`src/rtl/muldiv_pkg.sv`:
```
// Shared definitions for the iterative unsigned multiply/divide unit:
// state encoding, operation select codes and sizing helpers.
package muldiv_pkg;

    localparam int MULDIV_WIDTH = 32;

    localparam logic MODE_MUL = 1'b0;
    localparam logic MODE_DIV = 1'b1;

    typedef enum logic [1:0] {
        ST_IDLE = 2'd0,
        ST_MUL  = 2'd1,
        ST_DIV  = 2'd2,
        ST_DONE = 2'd3
    } state_t;

    // Step counter must be able to hold the value WIDTH itself.
    function automatic int cnt_width(input int width);
        return $clog2(width + 1);
    endfunction

endpackage

```
`src/rtl/muldiv_if.sv`:
```
// Request/response bundle between the ALU (master) and the multiply/divide
// unit (slave).
interface muldiv_if #(
    parameter int WIDTH = muldiv_pkg::MULDIV_WIDTH
);
    logic                 valid;
    logic                 mode;
    logic [WIDTH-1:0]     in_A;
    logic [WIDTH-1:0]     in_B;
    logic                 ready;
    logic                 busy;
    logic [2*WIDTH-1:0]   out;

    modport master (
        output valid, mode, in_A, in_B,
        input  ready, busy, out
    );

    modport slave (
        input  valid, mode, in_A, in_B,
        output ready, busy, out
    );
endinterface

```
`src/rtl/muldiv_unit.sv`:
```
// Iterative unsigned multiplier (shift-add) and restoring divider sharing one
// shift register; one bit per cycle, fixed latency of WIDTH+3 cycles.
module muldiv_unit
    import muldiv_pkg::*;
#(
    parameter int WIDTH = MULDIV_WIDTH
) (
    input  logic     clk,
    input  logic     rst_n,
    muldiv_if.slave  bus
);

    localparam int CW = cnt_width(WIDTH);

    state_t               state, state_nxt;
    logic [CW-1:0]        cnt;
    logic [WIDTH-1:0]     op_q;      // multiplicand for MUL, divisor for DIV
    logic [2*WIDTH:0]     dp;        // shared P / {R,Q} register
    logic [2*WIDTH-1:0]   out_q;
    logic                 last_step;
    logic                 ready_d, busy_d;

    logic [WIDTH:0]       mul_sum;
    logic [2*WIDTH:0]     mul_next;
    logic [2*WIDTH:0]     div_shift;
    logic [WIDTH:0]       div_r;
    logic [2*WIDTH:0]     div_next;

    assign last_step = (cnt == CW'(WIDTH));

    // MUL keeps P in dp[2W:1] and DIV keeps {R,Q} in dp[2W:0], so every bit of
    // the shared register is used by one of the two algorithms.
    always_comb begin
        mul_sum  = {1'b0, dp[2*WIDTH:WIDTH+1]}
                 + (dp[1] ? {1'b0, op_q} : {(WIDTH+1){1'b0}});
        mul_next = {mul_sum, dp[WIDTH:2], 1'b0};

        div_shift = {dp[2*WIDTH-1:0], 1'b0};
        div_r     = div_shift[2*WIDTH:WIDTH];
        div_next  = div_shift;
        if (div_r >= {1'b0, op_q}) begin
            div_next[2*WIDTH:WIDTH] = div_r - {1'b0, op_q};
            div_next[0]             = 1'b1;
        end
    end

    always_ff @(posedge clk or negedge rst_n) begin
        if (!rst_n) state <= ST_IDLE;
        else        state <= state_nxt;
    end

    // NOTE: every signal driven here gets a default first so no latch is inferred.
    always_comb begin
        state_nxt = state;
        ready_d   = 1'b0;
        busy_d    = 1'b1;
        case (state)
            ST_IDLE: begin
                busy_d = 1'b0;
                if (bus.valid)
                    state_nxt = (bus.mode == MODE_DIV) ? ST_DIV : ST_MUL;
            end
            ST_MUL, ST_DIV: begin
                if (last_step) state_nxt = ST_DONE;
            end
            ST_DONE: begin
                ready_d   = 1'b1;
                state_nxt = ST_IDLE;
            end
            default: state_nxt = ST_IDLE;
        endcase
    end

    // NOTE: state is updated with non-blocking assignments so every register
    // samples pre-edge values regardless of process ordering.
    always_ff @(posedge clk or negedge rst_n) begin
        if (!rst_n) begin
            cnt   <= '0;
            op_q  <= '0;
            dp    <= '0;
            out_q <= '0;
        end else begin
            case (state)
                ST_IDLE: begin
                    if (bus.valid) begin
                        cnt <= '0;
                        if (bus.mode == MODE_DIV) begin
                            op_q <= bus.in_B;
                            dp   <= {{(WIDTH+1){1'b0}}, bus.in_A};
                        end else begin
                            op_q <= bus.in_A;
                            dp   <= {{WIDTH{1'b0}}, bus.in_B, 1'b0};
                        end
                    end
                end
                ST_MUL, ST_DIV: begin
                    if (!last_step) begin
                        dp  <= (state == ST_MUL) ? mul_next : div_next;
                        cnt <= cnt + CW'(1);
                    end else begin
                        out_q <= (state == ST_DIV) ? dp[2*WIDTH-1:0]
                                                   : dp[2*WIDTH:1];
                    end
                end
                default: ;
            endcase
        end
    end

    assign bus.ready = ready_d;
    assign bus.busy  = busy_d;
    assign bus.out   = out_q;

endmodule

```
`src/flat_wrapper.sv`:
```
// flat-port wrapper written by rule: the top's interface ports become plain ports
module muldiv_unit_flat import muldiv_pkg::*;
#(
    parameter int WIDTH = MULDIV_WIDTH
)
  (clk, rst_n, bus_valid, bus_mode, bus_in_A, bus_in_B, bus_ready, bus_busy, bus_out);
  muldiv_if #(.WIDTH(WIDTH)) bus_i ();
  input  logic clk;
  input  logic rst_n;
  input wire logic [$bits(bus_i.valid)-1:0] bus_valid;
  input wire logic [$bits(bus_i.mode)-1:0] bus_mode;
  input wire logic [$bits(bus_i.in_A)-1:0] bus_in_A;
  input wire logic [$bits(bus_i.in_B)-1:0] bus_in_B;
  output wire logic [$bits(bus_i.ready)-1:0] bus_ready;
  output wire logic [$bits(bus_i.busy)-1:0] bus_busy;
  output wire logic [$bits(bus_i.out)-1:0] bus_out;
  assign bus_i.valid = bus_valid;
  assign bus_i.mode = bus_mode;
  assign bus_i.in_A = bus_in_A;
  assign bus_i.in_B = bus_in_B;
  assign bus_ready = bus_i.ready;
  assign bus_busy = bus_i.busy;
  assign bus_out = bus_i.out;
  muldiv_unit #(.WIDTH(WIDTH)) u_core (.clk(clk), .rst_n(rst_n), .bus(bus_i));
endmodule
```
`config.mk`:
```
export PLATFORM = sky130hd
export DESIGN_NAME = muldiv_unit_flat
export DESIGN_NICKNAME = d
export VERILOG_FILES = /design/src/rtl/muldiv_pkg.sv /design/src/rtl/muldiv_if.sv /design/src/rtl/muldiv_unit.sv /design/src/flat_wrapper.sv
export SDC_FILE = /design/constraint.sdc
export NUM_CORES = 1
export LEC_CHECK = 0
export CAP_MARGIN = 20
export CORE_ASPECT_RATIO = 1.25
export CORE_MARGIN = 4
export CORE_UTILIZATION = 45
export CTS_BUF_LIST = sky130_fd_sc_hd__clkbuf_8
export DETAILED_ROUTE_END_ITERATION = 8
export GPL_TIMING_DRIVEN = 1
export PLACE_DENSITY = 0.73
export REMOVE_ABC_BUFFERS = 1
export SLEW_MARGIN = 20
export SYNTH_ARGS = -nofsm -noshare
export SYNTH_HDL_FRONTEND = slang
export SYNTH_SLANG_ARGS = --single-unit
```
`constraint.sdc`:
```
create_clock -name clk -period 3.3 [get_ports clk]
set_input_delay 0.33 -clock clk [delete_from_list [all_inputs] [get_ports clk]]
set_output_delay 0.33 -clock clk [all_outputs]
set_load 0.02 [all_outputs]
```
==> flow_metrics.env, run 1 <==
export IMPL_ir_worst_vdd_mv=0.720
export IMPL_routed_via_count=11079
export IMPL_placed_cell_area_mm2=0.0142
export IMPL_critPathMaxStageDelay_ns=0.47
export IMPL_die_w_um=154
export IMPL_rows=66
export IMPL_drtIter0Drc=721
export IMPL_fin_util_pct=56.4
export IMPL_crit_fanout=7
export IMPL_root_buffer="clkbuf_8"
export IMPL_synth_edf_count=0
export IMPL_endpoint="u_core.dp[61]"
export IMPL_rsz0062_at_grt="no"
export IMPL_synthTopCellsByArea="dfrtp_1 35%, mux2i_1 9.8%, ha_1 7.4%"
export IMPL_clkSlewWorstSetupHoldPaths_ns=0.10
export IMPL_fin_ws_ns=0.114
export IMPL_grt_pass1_wl_mm=57.0
export IMPL_async_flop_share_pct=100
export IMPL_core_mm2=0.0262
export IMPL_place_congestion=0.938
export IMPL_ys_seq_area_share_pct=35.3
export IMPL_grt_ovfl_total=0
export IMPL_dp_cells=1833
export IMPL_r2r_slack_ns=0.11
export IMPL_final_cells=1868
export IMPL_syn_to_final_growth_pct=23.0
export IMPL_ys_warn_count=0
export IMPL_dp_hpwl_mm=26.6
export IMPL_r2r_start="u_core.dp[49]"
export IMPL_maxCapViolCount=0
export IMPL_finalInstanceArea_mm2=0.0148
export IMPL_yosysTopAreaCell="dfrtp_1"
export IMPL_antenna_found_initial=0
export IMPL_min_period_ns=3.19
export IMPL_cp_common_cell="a21o_1"
export IMPL_grt_pass1_vias=10780
export IMPL_firstDrtPassIters=5
export IMPL_initial_core_util_pct=45.8
export IMPL_fmax_mhz=314
export IMPL_avgViaCountPerCell=5.93
export IMPL_critPathKind="flip-flop to flip-flop"
export IMPL_cts_tree="done"
export IMPL_die_h_um=191
export IMPL_synth_ff_type="dfrtp_1"
export IMPL_setup_violations=0
export IMPL_cts_buffers=17
export IMPL_leakagePower_nw=6.78
export IMPL_path_cells="ha_1 > a21o_1 > a21o_1 > a21o_1 > a32o_1 > a21o_1 > o41a_1 > mux2_4 > a221oi_2 > o21ai_1"
export IMPL_grt_max_degree=67
export IMPL_start_kind="flip-flop"
export IMPL_wirelength_mm=35.5
export IMPL_hold_viol=0
export IMPL_ant_nets=0
export IMPL_reg2regPathDepth=10
export IMPL_ys_ff_latch=169
export IMPL_antenna_cells=0
export IMPL_worst_slew_pin_slew_ns=1.14
export IMPL_slowest_stage="dfrtp_1"
export IMPL_hold_class="input pin to asynchronous set/reset pin"
export IMPL_fin_worst_skew_ns=0.0162
export IMPL_outcome="completed"
export IMPL_die_area_mm2=0.0293
export IMPL_synthDistinctLibCells=74
export IMPL_cts_sinks=169
export IMPL_worst_setup_path_end_kind="flip-flop"
export IMPL_fin_nets=1657
export IMPL_slew_viol_final=0
export IMPL_htree_levels=4
export IMPL_power_density_mw_per_mm2=1210
export IMPL_max_slew_margin_rel_pct=23.5
export IMPL_synth_area_mm2=0.0120
export IMPL_synth_top_area_share_pct=35.3
export IMPL_post_place_ws_ns=0.118
export IMPL_synthCells=1356
export IMPL_drive_above_1_share_pct=10.6
export IMPL_cp_required_ns=3.67
export IMPL_numPortBuffers=133
export IMPL_route_detailed_drc=0
export IMPL_fin_crit_sh_pct=96.5
export IMPL_clk_latency_ns=0.49
export IMPL_clk_path_buf_depth=2
export IMPL_wl_per_cell_um=19.0
export IMPL_cp_arrival_ns=3.56
export IMPL_syn_avg_cell_area_um2=8.84
export IMPL_r2r_end="u_core.dp[61]"
export IMPL_grtUsageTotal_pct=23.9
export IMPL_crit_path_start="u_core.dp[49]"
export IMPL_io_pins=134
==> repair_timing <==
| item | 4_1_cts | 5_1_grt |
|---|---|---|
| hold buffers | 1 | 0 |
| setup endpoints to repair | 0 | 11 |
| hold endpoints to repair | 45 | 0 |
| setup buffers | 0 | 3 |
| resized for setup | 0 | 9 |
==> sequential cells by signal, indices dropped and copies added, names as in the netlist <==
register,flops
u_core.state,2
u_core.bus.out,64
u_core.dp,65
u_core.cnt,6
u_core.op_q,32
==> layout make-up <==
| class | count | area (µm²) |
|---|---|---|
| multi-input combinational | 1047 | 7330 |
| clock inverter | 13 | 190 |
| tap | 340 | 425 |
| fill | 2301 | 11400 |
| inverter | 53 | 199 |
| sequential | 169 | 4230 |
| timing repair buffer | 228 | 2130 |
| clock buffer | 18 | 248 |
==> worst min-delay path by stage <==
stage                     start                 end  slack [ns]  cells past startpoint
after floorplan           rst_n   u_core.bus.out[0]        0.03                      0
after global placement    rst_n  u_core.bus.out[58]        0.31                      1
after detailed placement  rst_n  u_core.bus.out[59]        0.31                      1
after CTS                 rst_n       u_core.dp[54]        0.35                      2
after global routing      rst_n  u_core.bus.out[58]        0.38                      2
final                     rst_n       u_core.dp[57]        0.35                      2
==> power breakdown <==
group          switching, mW  leakage [nW]  internal [mW]
logic                   6.92          4.44           5.44
registers              0.854          2.13           2.86
clock network          0.852         0.214          0.848
total                   8.63          6.78           9.15
==> cells in the mapped netlist, drive strengths merged (3+ instances only) <==
cell type and count:
a2111oi 4, a211o 3, a211oi 8, a21o 48
a21oi 97, a221o 4, a221oi 5, a22oi 79
a31oi 44, a32o 5, a32oi 4, and2 37
and3 10, and4 3, buf 14, clkbuf 73
dfrtp 169, ha 71, inv 53, mux2i 118
nand2 113, nand2b 4, nand3 11, nand3b 3
nand4 12, nor2 101, nor2b 11, nor3 12
o211ai 11, o21a 8, o21ai 116, o21bai 7
o221ai 4, o31a 3, o31ai 3, or2 4
or3 5, xnor2 32, xor2 21
==> worst max-delay path, delay by kind of cell (launching register included) <==
family / cells / cell delay [ns]
adder cells (fa/ha/maj): 1 / 0.42
multiplexers: 1 / 0.32
flip-flops: 1 / 0.47
AO/OA/AOI/OAI: 8 / 1.87
==> cell families after synthesis <==
kind of cell	Yosys count	share of synthesized area, %
AOI/OAI and AO/OA	471	25.8
and+or+nand+nor	331	12.8
DFF	169	35.3
buffers and inverters	140	4.49
muxes	119	9.97
adders and majority gates	73	7.74
xor gates and xnor gates	53	3.87
==> placed cells by master (no fill, tap or decap), types with 11 or more instances in the layout <==
master / n
xor2_1: 21
nor2_1: 99
a22oi_1: 79
dfrtp_1: 169
nand4_1: 12
a21o_1: 47
and2_1: 36
nor3_1: 12
a21oi_1: 95
clkbuf_8: 18
mux2i_1: 118
buf_4: 87
a31oi_1: 41
xnor2_1: 32
o21ai_1: 21
inv_1: 53
nand2_1: 111
ha_1: 69
nand3_1: 11
o21ai_0: 93
clkdlybuf4s50_1: 131
==> through the flow <==
step                TNS [ns]  power (mW)  hold WS (ns)
floorplan             -78.09        11.7        0.0344
global placement           0        15.6         0.314
detailed placement         0        15.8         0.311
CTS                        0        17.5         0.350
global route               0        19.2         0.380
finish                     0        17.8         0.355
==> layer usage <==
metal	vias to the layer above	wire, µm	global-route usage (%)
li1	5298	-	-
met1	5322	15400	32.4
met2	393	17000	38.9
met3	66	2130	3.61
met4	0	975	8.66
met5	-	0	0
No activity file was read; power rests on OpenSTA's default activity.
==> run 2: changes to the inputs <==
--- a/config.mk
+++ b/config.mk
@@ -11,7 +11,7 @@
 export CORE_UTILIZATION = 45
 export CTS_BUF_LIST = sky130_fd_sc_hd__clkbuf_8
 export DETAILED_ROUTE_END_ITERATION = 8
-export GPL_TIMING_DRIVEN = 1
+export GPL_TIMING_DRIVEN = 0
 export PLACE_DENSITY = 0.73
 export REMOVE_ABC_BUFFERS = 1
 export SLEW_MARGIN = 20
==> flow_metrics.env, run 2 (same netlist as run 1, synthesis figures left out) <==
export IMPL_outcome="completed"
export IMPL_r2r_start="u_core.dp[49]"
export IMPL_antenna_cells=0
export IMPL_htree_levels=4
export IMPL_syn_to_final_growth_pct=23.5
export IMPL_grt_max_degree=94
export IMPL_pwr_share_seq_pct=21.8
export IMPL_cp_arrival_ns=3.57
export IMPL_finalInstanceArea_mm2=0.0148
export IMPL_max_slew_margin_rel_pct=44.5
export IMPL_regMostFlops="u_core.dp"
export IMPL_grtUsageTotal_pct=24.0
export IMPL_avgViaCountPerCell=6.00
export IMPL_clkSlewWorstSetupHoldPaths_ns=0.11
export IMPL_root_buffer="clkbuf_8"
export IMPL_drive_above_1_share_pct=10.7
export IMPL_critPathMaxStageDelay_ns=0.48
export IMPL_comb_power_share_pct=69.9
export IMPL_critPathKind="flip-flop to flip-flop"
export IMPL_dp_cells=1752
export IMPL_start_kind="flip-flop"
export IMPL_fin_crit_sh_pct=97.6
export IMPL_fin_nets=1609
export IMPL_final_cells=1821
export IMPL_maxCapViolCount=0
export IMPL_die_w_um=154
export IMPL_io_pins=134
export IMPL_grt_pass1_vias=10951
export IMPL_layout_common_cells="164 x dfrtp_1, 131 x clkdlybuf4s50_1, 118 x mux2i_1"
export IMPL_setup_violations=0
export IMPL_route_detailed_drc=0
export IMPL_slowest_stage="dfrtp_2"
export IMPL_grt_ovfl_total=0
export IMPL_layout_commonest_cell="dfrtp_1"
export IMPL_switching_share_pct=49.8
export IMPL_worst_slew_pin_slew_ns=0.829
export IMPL_place_congestion=0.949
export IMPL_slew_viol_final=0
export IMPL_wirelength_mm=35.9
export IMPL_ant_nets=0
export IMPL_wl_per_cell_um=19.7
export IMPL_cts_sinks=169
export IMPL_clk_path_buf_depth=2
export IMPL_antenna_found_initial=0
export IMPL_timing_critical_path_buf_inv=0
export IMPL_holdWs_ns=0.369
export IMPL_grt_pass1_wl_mm=57.4
export IMPL_die_area_mm2=0.0293
export IMPL_path_cells="ha_2 > a21o_1 > a21o_1 > a21o_1 > a32o_1 > a21o_1 > o41a_1 > mux2_4 > a221oi_2 > o21ai_1"
export IMPL_cp_common_cell="a21o_1"
export IMPL_core_mm2=0.0262
export IMPL_ir_worst_vdd_mv=0.670
export IMPL_die_h_um=191
export IMPL_r2r_end="u_core.dp[61]"
export IMPL_initial_core_util_pct=45.8
export IMPL_min_period_ns=3.22
export IMPL_crit_fanout=7
export IMPL_p_switching_mw=8.89
export IMPL_rows=66
export IMPL_p_int_mw=8.95
export IMPL_hold_viol=0
export IMPL_cp_required_ns=3.65
export IMPL_fin_worst_skew_ns=0.0235
export IMPL_firstDrtPassIters=5
export IMPL_leakagePower_nw=6.56
export IMPL_reg2regPathDepth=10
export IMPL_largest_register_ffs=65
export IMPL_cts_buffers=17
export IMPL_power_density_mw_per_mm2=1200
export IMPL_drtIter0Drc=672
export IMPL_routed_via_count=10919
export IMPL_fmax_mhz=310
export IMPL_clkPwrFrac_pct=8.3
export IMPL_r2r_slack_ns=0.08
export IMPL_cts_tree="done"
export IMPL_clk_latency_ns=0.50
export IMPL_final_setup_tns_ns=0
export IMPL_numPortBuffers=133
export IMPL_dp_hpwl_mm=24.7
export IMPL_worst_path_dominant_cell_family="compound AO/OA/AOI/OAI gates"
export IMPL_worst_setup_path_end_kind="flip-flop"
export IMPL_hold_class="input pin to asynchronous set/reset pin"
export IMPL_placed_cell_area_mm2=0.0137
-- run 2: power groups by stage --
stage                     clock network (mW)  registers, mW  logic, mW
after global routing                    1.60           3.99       13.6
after global placement                     0           3.90       10.5
after detailed placement                   0           3.92       11.0
after floorplan                            0           3.65       8.08
final                                   1.49           3.89       12.5
after CTS                               1.51           3.83       11.7
-- run 2: layout make-up --
class | instances | area [µm²]
fill | 2277 | 11400
timing repair buffer | 178 | 1890
inverter | 53 | 199
multi-input combinational | 1049 | 7680
sequential | 169 | 4240
clock buffer | 18 | 248
tap | 340 | 425
clock inverter | 14 | 125
-- run 2: repair_timing --
action | 4_1_cts | 5_1_grt
pin swaps | 14 | 24
gates cloned | 2 | 0
endpoints found under the setup margin | 32 | 31
hold endpoints to repair | 76 | 0
setup buffers | 14 | 20
hold buffers | 1 | 0
gates resized for setup | 23 | 47
-- run 2: worst register-to-register path, delay by kind of cell, from the launching register on --
kind                       cells  cell delay (ns)
adders and majority gates      1             0.36
AOI/OAI and AO/OA              8             1.92
muxes                          1             0.32
DFF                            1             0.48
-- run 2: per-layer routing --
| metal | vias up | GRT usage, % | wire [µm] |
|---|---|---|---|
| li1 | 5198 | - | - |
| met1 | 5260 | 30.9 | 14800 |
| met2 | 395 | 39.9 | 17600 |
| met3 | 66 | 4.61 | 2500 |
| met4 | 0 | 9.75 | 1040 |
| met5 | - | 0 | 0 |
-- run 2: stage by stage --
stage          utilization [%]  total power [mW]  setup slack [ns]
4_1_cts                   55.0              17.1          -0.00253
6_report                  56.6              17.8            0.0783
3_3_place_gp              51.2              14.4             -5.42
5_1_grt                   56.6              19.2           -0.0194
3_5_place_dp              52.4              14.9             -1.06
2_1_floorplan                -              11.7             -1.50
-- run 2: worst max path at each step --
stage               startpoint       endpoint  slack, ns  cells past startpoint
3_3_place_gp             rst_n  u_core.dp[13]      -5.42                      1
2_1_floorplan  u_core.state[0]  u_core.cnt[5]      -1.50                      7
4_1_cts          u_core.dp[36]  u_core.dp[63]     -0.003                     10
5_1_grt           u_core.dp[1]  u_core.dp[63]      -0.02                     12
6_report         u_core.dp[49]  u_core.dp[61]       0.08                     10
3_5_place_dp      u_core.dp[1]  u_core.dp[62]      -1.06                     13
==> run 3: changes to the inputs <==
--- a/config.mk
+++ b/config.mk
@@ -12,7 +12,7 @@
 export CTS_BUF_LIST = sky130_fd_sc_hd__clkbuf_8
 export DETAILED_ROUTE_END_ITERATION = 8
 export GPL_TIMING_DRIVEN = 0
-export PLACE_DENSITY = 0.73
+export PLACE_DENSITY = 0.7
 export REMOVE_ABC_BUFFERS = 1
 export SLEW_MARGIN = 20
 export SYNTH_ARGS = -nofsm -noshare
==> constraint.sdc (replaced) <==
create_clock -name clk -period 3.35 [get_ports clk]
set_input_delay 0.335 -clock clk [delete_from_list [all_inputs] [get_ports clk]]
set_output_delay 0.335 -clock clk [all_outputs]
set_load 0.02 [all_outputs]
==> flow_metrics.env, run 3 (same netlist as run 1, synthesis figures left out) <==
export IMPL_timing_critical_path_buf_inv=1
export IMPL_antenna_found_initial=0
export IMPL_leakagePower_nw=6.52
export IMPL_finalPower_mw=17.4
export IMPL_core_mm2=0.0262
export IMPL_avgViaCountPerCell=5.98
export IMPL_grt_pass1_wl_mm=56.9
export IMPL_final_setup_tns_ns=0
export IMPL_worst_slew_pin_slew_ns=0.874
export IMPL_p_switching_mw=8.62
export IMPL_min_period_ns=3.35
export IMPL_fin_nets=1601
export IMPL_rows=66
export IMPL_switching_share_pct=49.7
export IMPL_fmax_mhz=299
export IMPL_htree_levels=4
export IMPL_met2_usage_pct=39.4
export IMPL_ir_worst_vdd_mv=0.603
export IMPL_routed_via_count=10823
export IMPL_cts_sinks=169
export IMPL_syn_to_final_growth_pct=22.1
export IMPL_largest_register_ffs=65
export IMPL_clk_path_buf_depth=2
export IMPL_die_w_um=154
export IMPL_numPortBuffers=133
export IMPL_grtUsageTotal_pct=23.8
export IMPL_io_pins=134
export IMPL_drive_above_1_share_pct=9.11
export IMPL_initial_core_util_pct=45.8
export IMPL_route_detailed_drc=0
export IMPL_cts_tree="done"
export IMPL_power_density_mw_per_mm2=1190
export IMPL_comb_power_share_pct=69.4
export IMPL_reg2regPathDepth=11
export IMPL_drtIter0Drc=746
export IMPL_cts_buffers=17
export IMPL_wl_per_cell_um=19.6
export IMPL_critPathMaxStageDelay_ns=0.46
export IMPL_wirelength_mm=35.5
export IMPL_die_area_mm2=0.0293
export IMPL_start_kind="flip-flop"
export IMPL_outcome="completed"
export IMPL_crit_fanout=10
export IMPL_grt_pass1_vias=10748
export IMPL_place_congestion=0.893
export IMPL_crit_path_start="u_core.op_q[25]"
export IMPL_worst_setup_path_end_kind="flip-flop"
export IMPL_slowest_stage="dfrtp_1"
export IMPL_antenna_cells=0
export IMPL_critPathKind="flip-flop to flip-flop"
export IMPL_r2r_start="u_core.op_q[25]"
export IMPL_worst_path_dominant_cell_family="simple AND/OR/NAND/NOR gates"
export IMPL_dp_cells=1752
export IMPL_cp_common_cell="nand2_1"
export IMPL_clk_latency_ns=0.50
export IMPL_cp_required_ns=3.72
export IMPL_root_buffer="clkbuf_8"
export IMPL_slew_viol_final=0
export IMPL_grt_max_degree=94
export IMPL_path_cells="inv_1 > ha_1 > and3_2 > nand2_1 > and4bb_1 > a31oi_2 > nand2_1 > a21o_2 > nand2_2 > a221o_1 > a32o_1"
export IMPL_max_slew_margin_rel_pct=41.5
export IMPL_pwr_share_seq_pct=22.0
export IMPL_use_met1_pct=31.2
export IMPL_dp_hpwl_mm=24.5
export IMPL_firstDrtPassIters=6
export IMPL_cp_arrival_ns=3.72
export IMPL_fin_util_pct=55.9
export IMPL_grt_ovfl_total=0
export IMPL_ant_nets=0
export IMPL_regMostFlops="u_core.dp"
export IMPL_gr_usage_met3_pct=4.61
export IMPL_clkSlewWorstSetupHoldPaths_ns=0.10
export IMPL_hold_class="input pin to asynchronous set/reset pin"
export IMPL_p_int_mw=8.73
export IMPL_setup_violations=0
export IMPL_grt_busiest_layer="met2"
export IMPL_fin_crit_sh_pct=100
export IMPL_fin_worst_skew_ns=0.0201
export IMPL_layout_common_cells="167 x dfrtp_1, 131 x clkdlybuf4s50_1, 118 x mux2i_1"
export IMPL_clkPwrFrac_pct=8.7
export IMPL_cp_depth=11
export IMPL_layout_commonest_cell="dfrtp_1"
export IMPL_hold_viol=0
export IMPL_rsz0062_at_grt="yes"
export IMPL_maxCapViolCount=0
export IMPL_final_cells=1811
export IMPL_die_h_um=191
## run 3: layout make-up
cell class                      count  area, µm²
Fill cell                        2366      11500
Multi-Input combinational cell   1049       7590
Sequential cell                   169       4230
Timing Repair Buffer              170       1820
Tap cell                          340        425
Clock buffer                       18        248
Inverter                           53        199
Clock inverter                     12        128
## run 3: repair_timing
| action | 4_1_cts | 5_1_grt |
|---|---|---|
| hold endpoints to repair | 76 | 0 |
| gates resized for setup | 17 | 36 |
| pin swaps | 9 | 16 |
| cloned | 2 | 0 |
| hold buffers | 1 | 0 |
| setup endpoints to repair | 32 | 30 |
| setup buffers | 13 | 13 |
## run 3: power groups by stage
stage	Combinational [mW]	Sequential, mW	Clock, mW
2_1_floorplan	7.95	3.60	0
3_3_place_gp	10.4	3.84	0
3_5_place_dp	10.8	3.85	0
4_1_cts	11.4	3.76	1.53
5_1_grt	13.2	3.92	1.61
6_report	12.0	3.81	1.50
## run 3: worst paths after layout
path / endpoint / slack (ns)
max in group asynchronous: u_core.bus.out[11] / 2.06
setup reg to reg: u_core.dp[63] / 0.0009
setup / recovery: u_core.dp[63] / 0.0009
min in group clk: u_core.op_q[30] / 0.42
hold / removal: u_core.bus.out[56] / 0.41
hold reg to reg: u_core.bus.out[40] / 0.48
## run 3: per-stage QoR
stage	setup WS, ns	instance area [µm²]	hold WS (ns)
after floorplan	-1.45	11700	0.0394
after global placement	-5.35	13400	0.462
after detailed placement	-1.10	13700	0.364
after CTS	-0.0514	14400	0.400
after global routing	-0.137	14600	0.442
final	0.000936	14600	0.406
## run 3: routing by layer
layer / wire, µm / part of all wire, % / vias to the layer above
met5: 0 / 0 / -
met4: 797 / 2.2 / 0
met3: 2210 / 6.2 / 64
met2: 17200 / 49 / 373
met1: 15200 / 43 / 5218
li1: - / - / 5168
